<file path="src/rtl/inst_fetch_if.sv">
// Instruction fetch bus: push side toward the instruction queue and the
// word-fetch handshake toward the memory controller.
interface inst_fetch_if;
    logic        IQ_nxt_full;
    logic        IF_S;
    logic [31:0] IF_Inst;
    logic [31:0] IF_pc;
    logic        MC_req;
    logic [31:0] MC_addr;
    logic        MC_done;
    logic [31:0] MC_data;

    modport master (
        input  IQ_nxt_full,
        input  MC_done,
        input  MC_data,
        output IF_S,
        output IF_Inst,
        output IF_pc,
        output MC_req,
        output MC_addr
    );

    modport slave (
        output IQ_nxt_full,
        output MC_done,
        output MC_data,
        input  IF_S,
        input  IF_Inst,
        input  IF_pc,
        input  MC_req,
        input  MC_addr
    );
endinterface

</file>
<file path="src/rtl/inst_fetch.sv">
// Instruction fetch stage with a direct-mapped icache; misses are serviced by
// a single outstanding word request to the memory controller.
module inst_fetch #(
    parameter int          ICACHE_IDX = 4,
    parameter logic [31:0] RESET_PC   = 32'h0
) (
    input  logic        clk,
    input  logic        rst,
    input  logic        rdy,
    input  logic        clr,
    input  logic [31:0] clr_pc,
    inst_fetch_if.master bus
);

    localparam int          ENTRIES  = 1 << ICACHE_IDX;
    localparam int          TAG_W    = 30 - ICACHE_IDX;
    localparam logic [31:0] WORD_MSK = ~32'h3;
    localparam logic [31:0] PC_INIT  = RESET_PC & WORD_MSK;

    typedef enum logic {
        IDLE,
        WAIT
    } state_t;

    state_t state, state_nxt;

    logic [31:0] pc, pc_nxt, pc_inc;
    logic        if_s, if_s_nxt;
    logic [31:0] if_inst, if_inst_nxt;
    logic [31:0] if_pc, if_pc_nxt;
    logic        mc_req, mc_req_nxt;
    logic [31:0] mc_addr, mc_addr_nxt;

    logic [31:0]           cache_data [ENTRIES];
    logic [TAG_W-1:0]      cache_tag  [ENTRIES];
    logic [ENTRIES-1:0]    cache_valid;

    logic [ICACHE_IDX-1:0] idx;
    logic [TAG_W-1:0]      tag;
    logic                  hit;
    logic                  fill_en;

    assign idx    = pc[ICACHE_IDX+1:2];
    assign tag    = pc[31:ICACHE_IDX+2];
    assign hit    = cache_valid[idx] && (cache_tag[idx] == tag);
    assign pc_inc = (pc + 32'd4) & WORD_MSK;

    // While waiting, pc still holds the miss address, so fills index with pc.
    always_comb begin
        state_nxt   = state;
        pc_nxt      = pc;
        if_s_nxt    = 1'b0;
        if_inst_nxt = if_inst;
        if_pc_nxt   = if_pc;
        mc_req_nxt  = mc_req;
        mc_addr_nxt = mc_addr;
        fill_en     = 1'b0;

        if (rdy) begin
            if (clr) begin
                pc_nxt     = clr_pc & WORD_MSK;
                mc_req_nxt = 1'b0;
                state_nxt  = IDLE;
                fill_en    = (state == WAIT) && bus.MC_done;
            end else begin
                unique case (state)
                    IDLE: begin
                        mc_req_nxt = 1'b0;
                        if (!bus.IQ_nxt_full && !if_s) begin
                            if (hit) begin
                                if_s_nxt    = 1'b1;
                                if_inst_nxt = cache_data[idx];
                                if_pc_nxt   = pc;
                                pc_nxt      = pc_inc;
                            end else begin
                                mc_req_nxt  = 1'b1;
                                mc_addr_nxt = pc;
                                state_nxt   = WAIT;
                            end
                        end
                    end
                    WAIT: begin
                        if (bus.MC_done) begin
                            fill_en     = 1'b1;
                            if_s_nxt    = 1'b1;
                            if_inst_nxt = bus.MC_data;
                            if_pc_nxt   = pc;
                            mc_req_nxt  = 1'b0;
                            pc_nxt      = pc_inc;
                            state_nxt   = IDLE;
                        end
                    end
                endcase
            end
        end
    end

    always_ff @(posedge clk or negedge rst) begin
        if (!rst) begin
            state <= IDLE;
        end else begin
            state <= state_nxt;
        end
    end

    always_ff @(posedge clk or negedge rst) begin
        if (!rst) begin
            pc      <= PC_INIT;
            if_s    <= 1'b0;
            if_inst <= 32'h0;
            if_pc   <= 32'h0;
            mc_req  <= 1'b0;
            mc_addr <= 32'h0;
        end else begin
            pc      <= pc_nxt;
            if_s    <= if_s_nxt;
            if_inst <= if_inst_nxt;
            if_pc   <= if_pc_nxt;
            mc_req  <= mc_req_nxt;
            mc_addr <= mc_addr_nxt;
        end
    end

    // Only the valid bits need reset; data and tags are don't-care until valid.
    always_ff @(posedge clk or negedge rst) begin
        if (!rst) begin
            cache_valid <= '0;
        end else if (fill_en) begin
            cache_valid[idx] <= 1'b1;
        end
    end

    always_ff @(posedge clk) begin
        if (fill_en) begin
            cache_data[idx] <= bus.MC_data;
            cache_tag[idx]  <= tag;
        end
    end

    assign bus.IF_S    = if_s;
    assign bus.IF_Inst = if_inst;
    assign bus.IF_pc   = if_pc;
    assign bus.MC_req  = mc_req;
    assign bus.MC_addr = mc_addr;

endmodule
</file>
<file path="src/flat_wrapper.sv">
// flat-port wrapper written by rule: the top's interface ports become plain ports
module inst_fetch_flat 
#(
    parameter int          ICACHE_IDX = 4,
    parameter logic [31:0] RESET_PC   = 32'h0
)
  (clk, rst, rdy, clr, clr_pc, bus_IQ_nxt_full, bus_MC_done, bus_MC_data, bus_IF_S, bus_IF_Inst, bus_IF_pc, bus_MC_req, bus_MC_addr);
  inst_fetch_if bus_i ();
  input  logic clk;
  input  logic rst;
  input  logic rdy;
  input  logic clr;
  input  logic [31:0] clr_pc;
  input wire logic [$bits(bus_i.IQ_nxt_full)-1:0] bus_IQ_nxt_full;
  input wire logic [$bits(bus_i.MC_done)-1:0] bus_MC_done;
  input wire logic [$bits(bus_i.MC_data)-1:0] bus_MC_data;
  output wire logic [$bits(bus_i.IF_S)-1:0] bus_IF_S;
  output wire logic [$bits(bus_i.IF_Inst)-1:0] bus_IF_Inst;
  output wire logic [$bits(bus_i.IF_pc)-1:0] bus_IF_pc;
  output wire logic [$bits(bus_i.MC_req)-1:0] bus_MC_req;
  output wire logic [$bits(bus_i.MC_addr)-1:0] bus_MC_addr;
  assign bus_i.IQ_nxt_full = bus_IQ_nxt_full;
  assign bus_i.MC_done = bus_MC_done;
  assign bus_i.MC_data = bus_MC_data;
  assign bus_IF_S = bus_i.IF_S;
  assign bus_IF_Inst = bus_i.IF_Inst;
  assign bus_IF_pc = bus_i.IF_pc;
  assign bus_MC_req = bus_i.MC_req;
  assign bus_MC_addr = bus_i.MC_addr;
  inst_fetch #(.ICACHE_IDX(ICACHE_IDX), .RESET_PC(RESET_PC)) u_core (.clk(clk), .rst(rst), .rdy(rdy), .clr(clr), .clr_pc(clr_pc), .bus(bus_i));
endmodule
</file>
<file path="config.mk">
export PLATFORM = sky130hd
export DESIGN_NAME = inst_fetch_flat
export DESIGN_NICKNAME = d
export VERILOG_FILES = /design/src/rtl/inst_fetch_if.sv /design/src/rtl/inst_fetch.sv /design/src/flat_wrapper.sv
export SDC_FILE = /design/constraint.sdc
export NUM_CORES = 1
export LEC_CHECK = 0
export CELL_PAD_IN_SITES_DETAIL_PLACEMENT = 1
export CELL_PAD_IN_SITES_GLOBAL_PLACEMENT = 2
export CORE_UTILIZATION = 28
export CTS_CLUSTER_DIAMETER = 150
export DETAILED_ROUTE_END_ITERATION = 16
export PLACE_DENSITY_LB_ADDON = 0.08
export SKIP_LAST_GASP = 1
export SLEW_MARGIN = 10
export SYNTH_ARGS = -nofsm -noshare
export SYNTH_HDL_FRONTEND = slang
export SYNTH_SLANG_ARGS = --single-unit
export TNS_END_PERCENT = 10
</file>
<file path="constraint.sdc">
create_clock -name clk -period 8.1 [get_ports clk]
set_input_delay 1.62 -clock clk [delete_from_list [all_inputs] [get_ports clk]]
set_output_delay 1.62 -clock clk [all_outputs]
set_load 0.05 [all_outputs]
</file>
==> flow_metrics.py <==
metrics = {
    "status": {
        "status": "finished, final reports clean",
    },
    "clock_tree": {
        "clkSinkCount": 1069,
        "cts_tree": "done",
        "h-tree-depth": 4,
        "clockBufferDepth": 3,
        "cts_root_buf": "clkbuf_16",
        "cts_buffers": 131,
        "post_cts_buffers": 0,
        "insertion_delay_ps": 760,
        "ctsResizeCount": 0,
        "hold_buffers": 0,
        "path_clk_slew_ps": 60,
    },
    "sta": {
        "tns_ps": 0,
        "slew_headroom": 0.237,
        "fin_crit_sh": 0.773,
        "final.setup.worst_slack_ps": 1840,
        "finalHoldViolCount": 0,
        "max_freq_ghz": 0.160,
        "tightest_slew_ps": 1140,
        "fin_worst_skew_ps": 36.1,
        "setup_viol": 0,
        "slew_violations": 0,
        "hold_slack_ps": 463,
        "rsz0062_at_grt": "false",
        "min_period_ps": 6260,
    },
    "floorplanning": {
        "io-pin-count": 168,
        "start_util": 0.282,
        "core_sq_mm": 0.152,
        "dieArea_sq_mm": 0.154,
        "die_h_microns": 393,
        "die_w_microns": 393,
        "rows": 143,
    },
    "final_layout": {
        "mostFrequentLayoutCells": "edfxtp_1, mux4_2, clkdlybuf4s50_1",
        "drive_gt1_frac": 0.264,
        "fill_cells": 15129,
        "layout_commonest_cell": "edfxtp_1",
        "multi_input_area_sq_mm": 0.0106,
        "syn2layout_area_growth_pct": 19.2,
        "nets": 2455,
        "seq_area_sq_mm": 0.0314,
    },
    "setup_path": {
        "critPathBufInv": 4,
        "cp-end-kind": "flip-flop",
        "crit_required_ps": 8720,
        "worst_path_most_repeated_cell": "buf_4",
        "cp_top_family": "simple AND/OR/NAND/NOR gates",
        "start_kind": "flip-flop",
        "worstPathArrival_ps": 6880,
        "slowest_delay_ps": 960,
        "critPathMaxFanout": 32,
        "worstSetupStartpoint": "u_core.pc[2]",
        "worstPathCellList": "nor2b_1 > buf_4 > a22oi_1 > nand4_1 > nand3_1 > nor4_1 > and4_1 > nand4_2 > nand2_1 > nand3_2 > buf_4 > inv_2 > buf_4 > mux2_2",
        "cp_slowest_cell": "nor2b_1",
        "reg2reg_from": "u_core.pc[2]",
        "crit_type": "flip-flop to flip-flop",
    },
    "placed_design": {
        "port-buffer-count": 161,
        "dpl_worst_slack_ps": 1710,
        "gp_congestion": 0.727,
        "dp_hpwl_microns": 74000,
    },
    "grt": {
        "grt_max_degree": 99,
        "global_route.usage.total": 0.172,
        "grt_pass1_vias": 24096,
        "antenna_found_initial": 7,
        "grt_first_pass_wirelength_microns": 185000,
        "overflow": 0,
    },
    "logic_synthesis": {
        "ys_warn_count": 0,
        "ys_seq_elements": 1069,
        "netlist_area_sq_mm": 0.0427,
        "synth-edff-count": 928,
        "synth_cells": 2144,
        "avgSynthCellArea_sq_um": 19.9,
        "synth_ff_type": "edfxtp_1",
        "ys_seq_area_frac": 0.735,
        "synth-async-reset-ratio": 0.132,
        "synth_cell_types": 79,
    },
    "power_and_ir_drop": {
        "powerDensity_mw_per_mm2": 294,
        "leakage_nw": 16.8,
        "vdd.ir_drop.worst_v": 0.000159,
    },
    "routing": {
        "drcViolationCount": 0,
        "num_vias": 21815,
        "vias_per_cell": 4.84,
        "drt-total-wl_microns": 131000,
        "first_pass_iters": 7,
        "ant_nets": 0,
        "drtIter0Drc": 1267,
        "drt-wirelength-per-cell_microns": 29.0,
    },
    "hold_path": {
        "hp-class": "flip-flop to flip-flop",
        "worstHoldStart": "u_core.cache_valid[2]",
    },
    "run": {
        "cap_violations": 0,
    },
}
==> state kept, by name, summed over array words and instances, names as in the netlist, 16 cells and up <==
| name | count |
|---|---|
| u_core.bus.IF_Inst | 32 |
| u_core.bus.IF_pc | 30 |
| u_core.bus.MC_addr | 30 |
| u_core.cache_data | 512 |
| u_core.cache_tag | 416 |
| u_core.cache_valid | 16 |
| u_core.pc | 30 |
==> Yosys cell counts, types with 5 or more instances <==
cell type | n | area share
edfxtp_1 | 928 | 0.65
mux4_2 | 224 | 0.12
dfrtp_1 | 141 | 0.083
mux2_2 | 122 | 0.032
mux2i_1 | 99 | 0.023
clkbuf_1 | 52 | 0.0046
nand2_1 | 52 | 0.0046
o21ai_0 | 42 | 0.0049
nor2_1 | 41 | 0.0036
a22oi_1 | 35 | 0.0061
nand3_1 | 32 | 0.0037
buf_2 | 27 | 0.0032
buf_4 | 24 | 0.0042
and3_1 | 23 | 0.0034
or2_2 | 20 | 0.0029
buf_1 | 19 | 0.0017
inv_1 | 17 | 0.0015
a21oi_1 | 14 | 0.0016
nand4_1 | 14 | 0.0020
nor3_1 | 14 | 0.0016
o22ai_1 | 14 | 0.0020
xnor2_1 | 14 | 0.0029
a211oi_1 | 13 | 0.0023
xor2_1 | 11 | 0.0023
buf_6 | 8 | 0.0021
nor2b_1 | 8 | 0.0012
a222oi_1 | 7 | 0.0016
a31oi_1 | 7 | 0.0010
nor4_1 | 7 | 0.0010
o211ai_1 | 7 | 0.0012
or4_1 | 7 | 0.0012
or3_1 | 6 | 0.00088
a221oi_1 | 5 | 0.0010
a2bb2oi_1 | 5 | 0.0010
mux4_1 | 5 | 0.0031
==> where the power goes <==
part	total [mW]	switching, mW	internal [mW]
Sequential	6.54	0.240	6.31
Combinational	2.83	1.74	1.09
Clock	5.61	2.31	3.30
Total	15.0	4.28	10.7
==> logic make-up (layout without fill, tap and decap cells) <==
kind of cell               Yosys count  count (layout)  synth area share
AOI/OAI and AO/OA                  190             190            0.0317
muxes                              454             454             0.177
adders and majority gates            4               4           0.00117
and+or+nand+nor                    248             248            0.0309
DFF                               1069            1069             0.735
xor gates and xnor gates            25              25           0.00512
other                                1               6         0.0000877
buffers and inverters              153             483            0.0189
==> metrics by stage <==
stage	power [mW]	utilization	area, sq um	instances
after floorplan	8.42	-	42700	2147
after global placement	9.53	0.309	46900	4278
after detailed placement	9.55	0.309	46900	4278
after CTS	15.2	0.336	51000	4507
after global routing	15.6	0.336	51000	4508
final	15.0	0.336	51000	4509
==> path summary, 6_finish.rpt <==
kind	endpoint	slack, ps	cells after the start
max reg2reg	u_core.bus.IF_Inst[24]	1840	14
min in group asynchronous	u_core.bus.MC_addr[18]	990	1
min	u_core.cache_valid[2]	460	1
max	u_core.bus.IF_Inst[24]	1840	14
min reg2reg	u_core.cache_valid[2]	460	1
max in group asynchronous	u_core.bus.IF_Inst[0]	5720	2
==> cell type report <==
type / instances / area share
Multi-Input combinational cell: 925 / 0.209
Sequential cell: 1069 / 0.616
Tap cell: 2030 / 0.0498
Clock inverter: 56 / 0.0106
Antenna cell: 2 / 0.0000982
Timing Repair Buffer: 235 / 0.0433
Inverter: 19 / 0.00140
Clock buffer: 173 / 0.0695
==> layer usage <==
layer | part of all wire | up-vias | track usage
met1 | 0.45 | 11985 | 0.230
met4 | 0.020 | 6 | 0.0475
met3 | 0.029 | 154 | 0.0252
met5 | 0.00031 | - | 0
met2 | 0.50 | 367 | 0.290
li1 | - | 9303 | -
No activity file was read; power rests on OpenSTA's default activity.
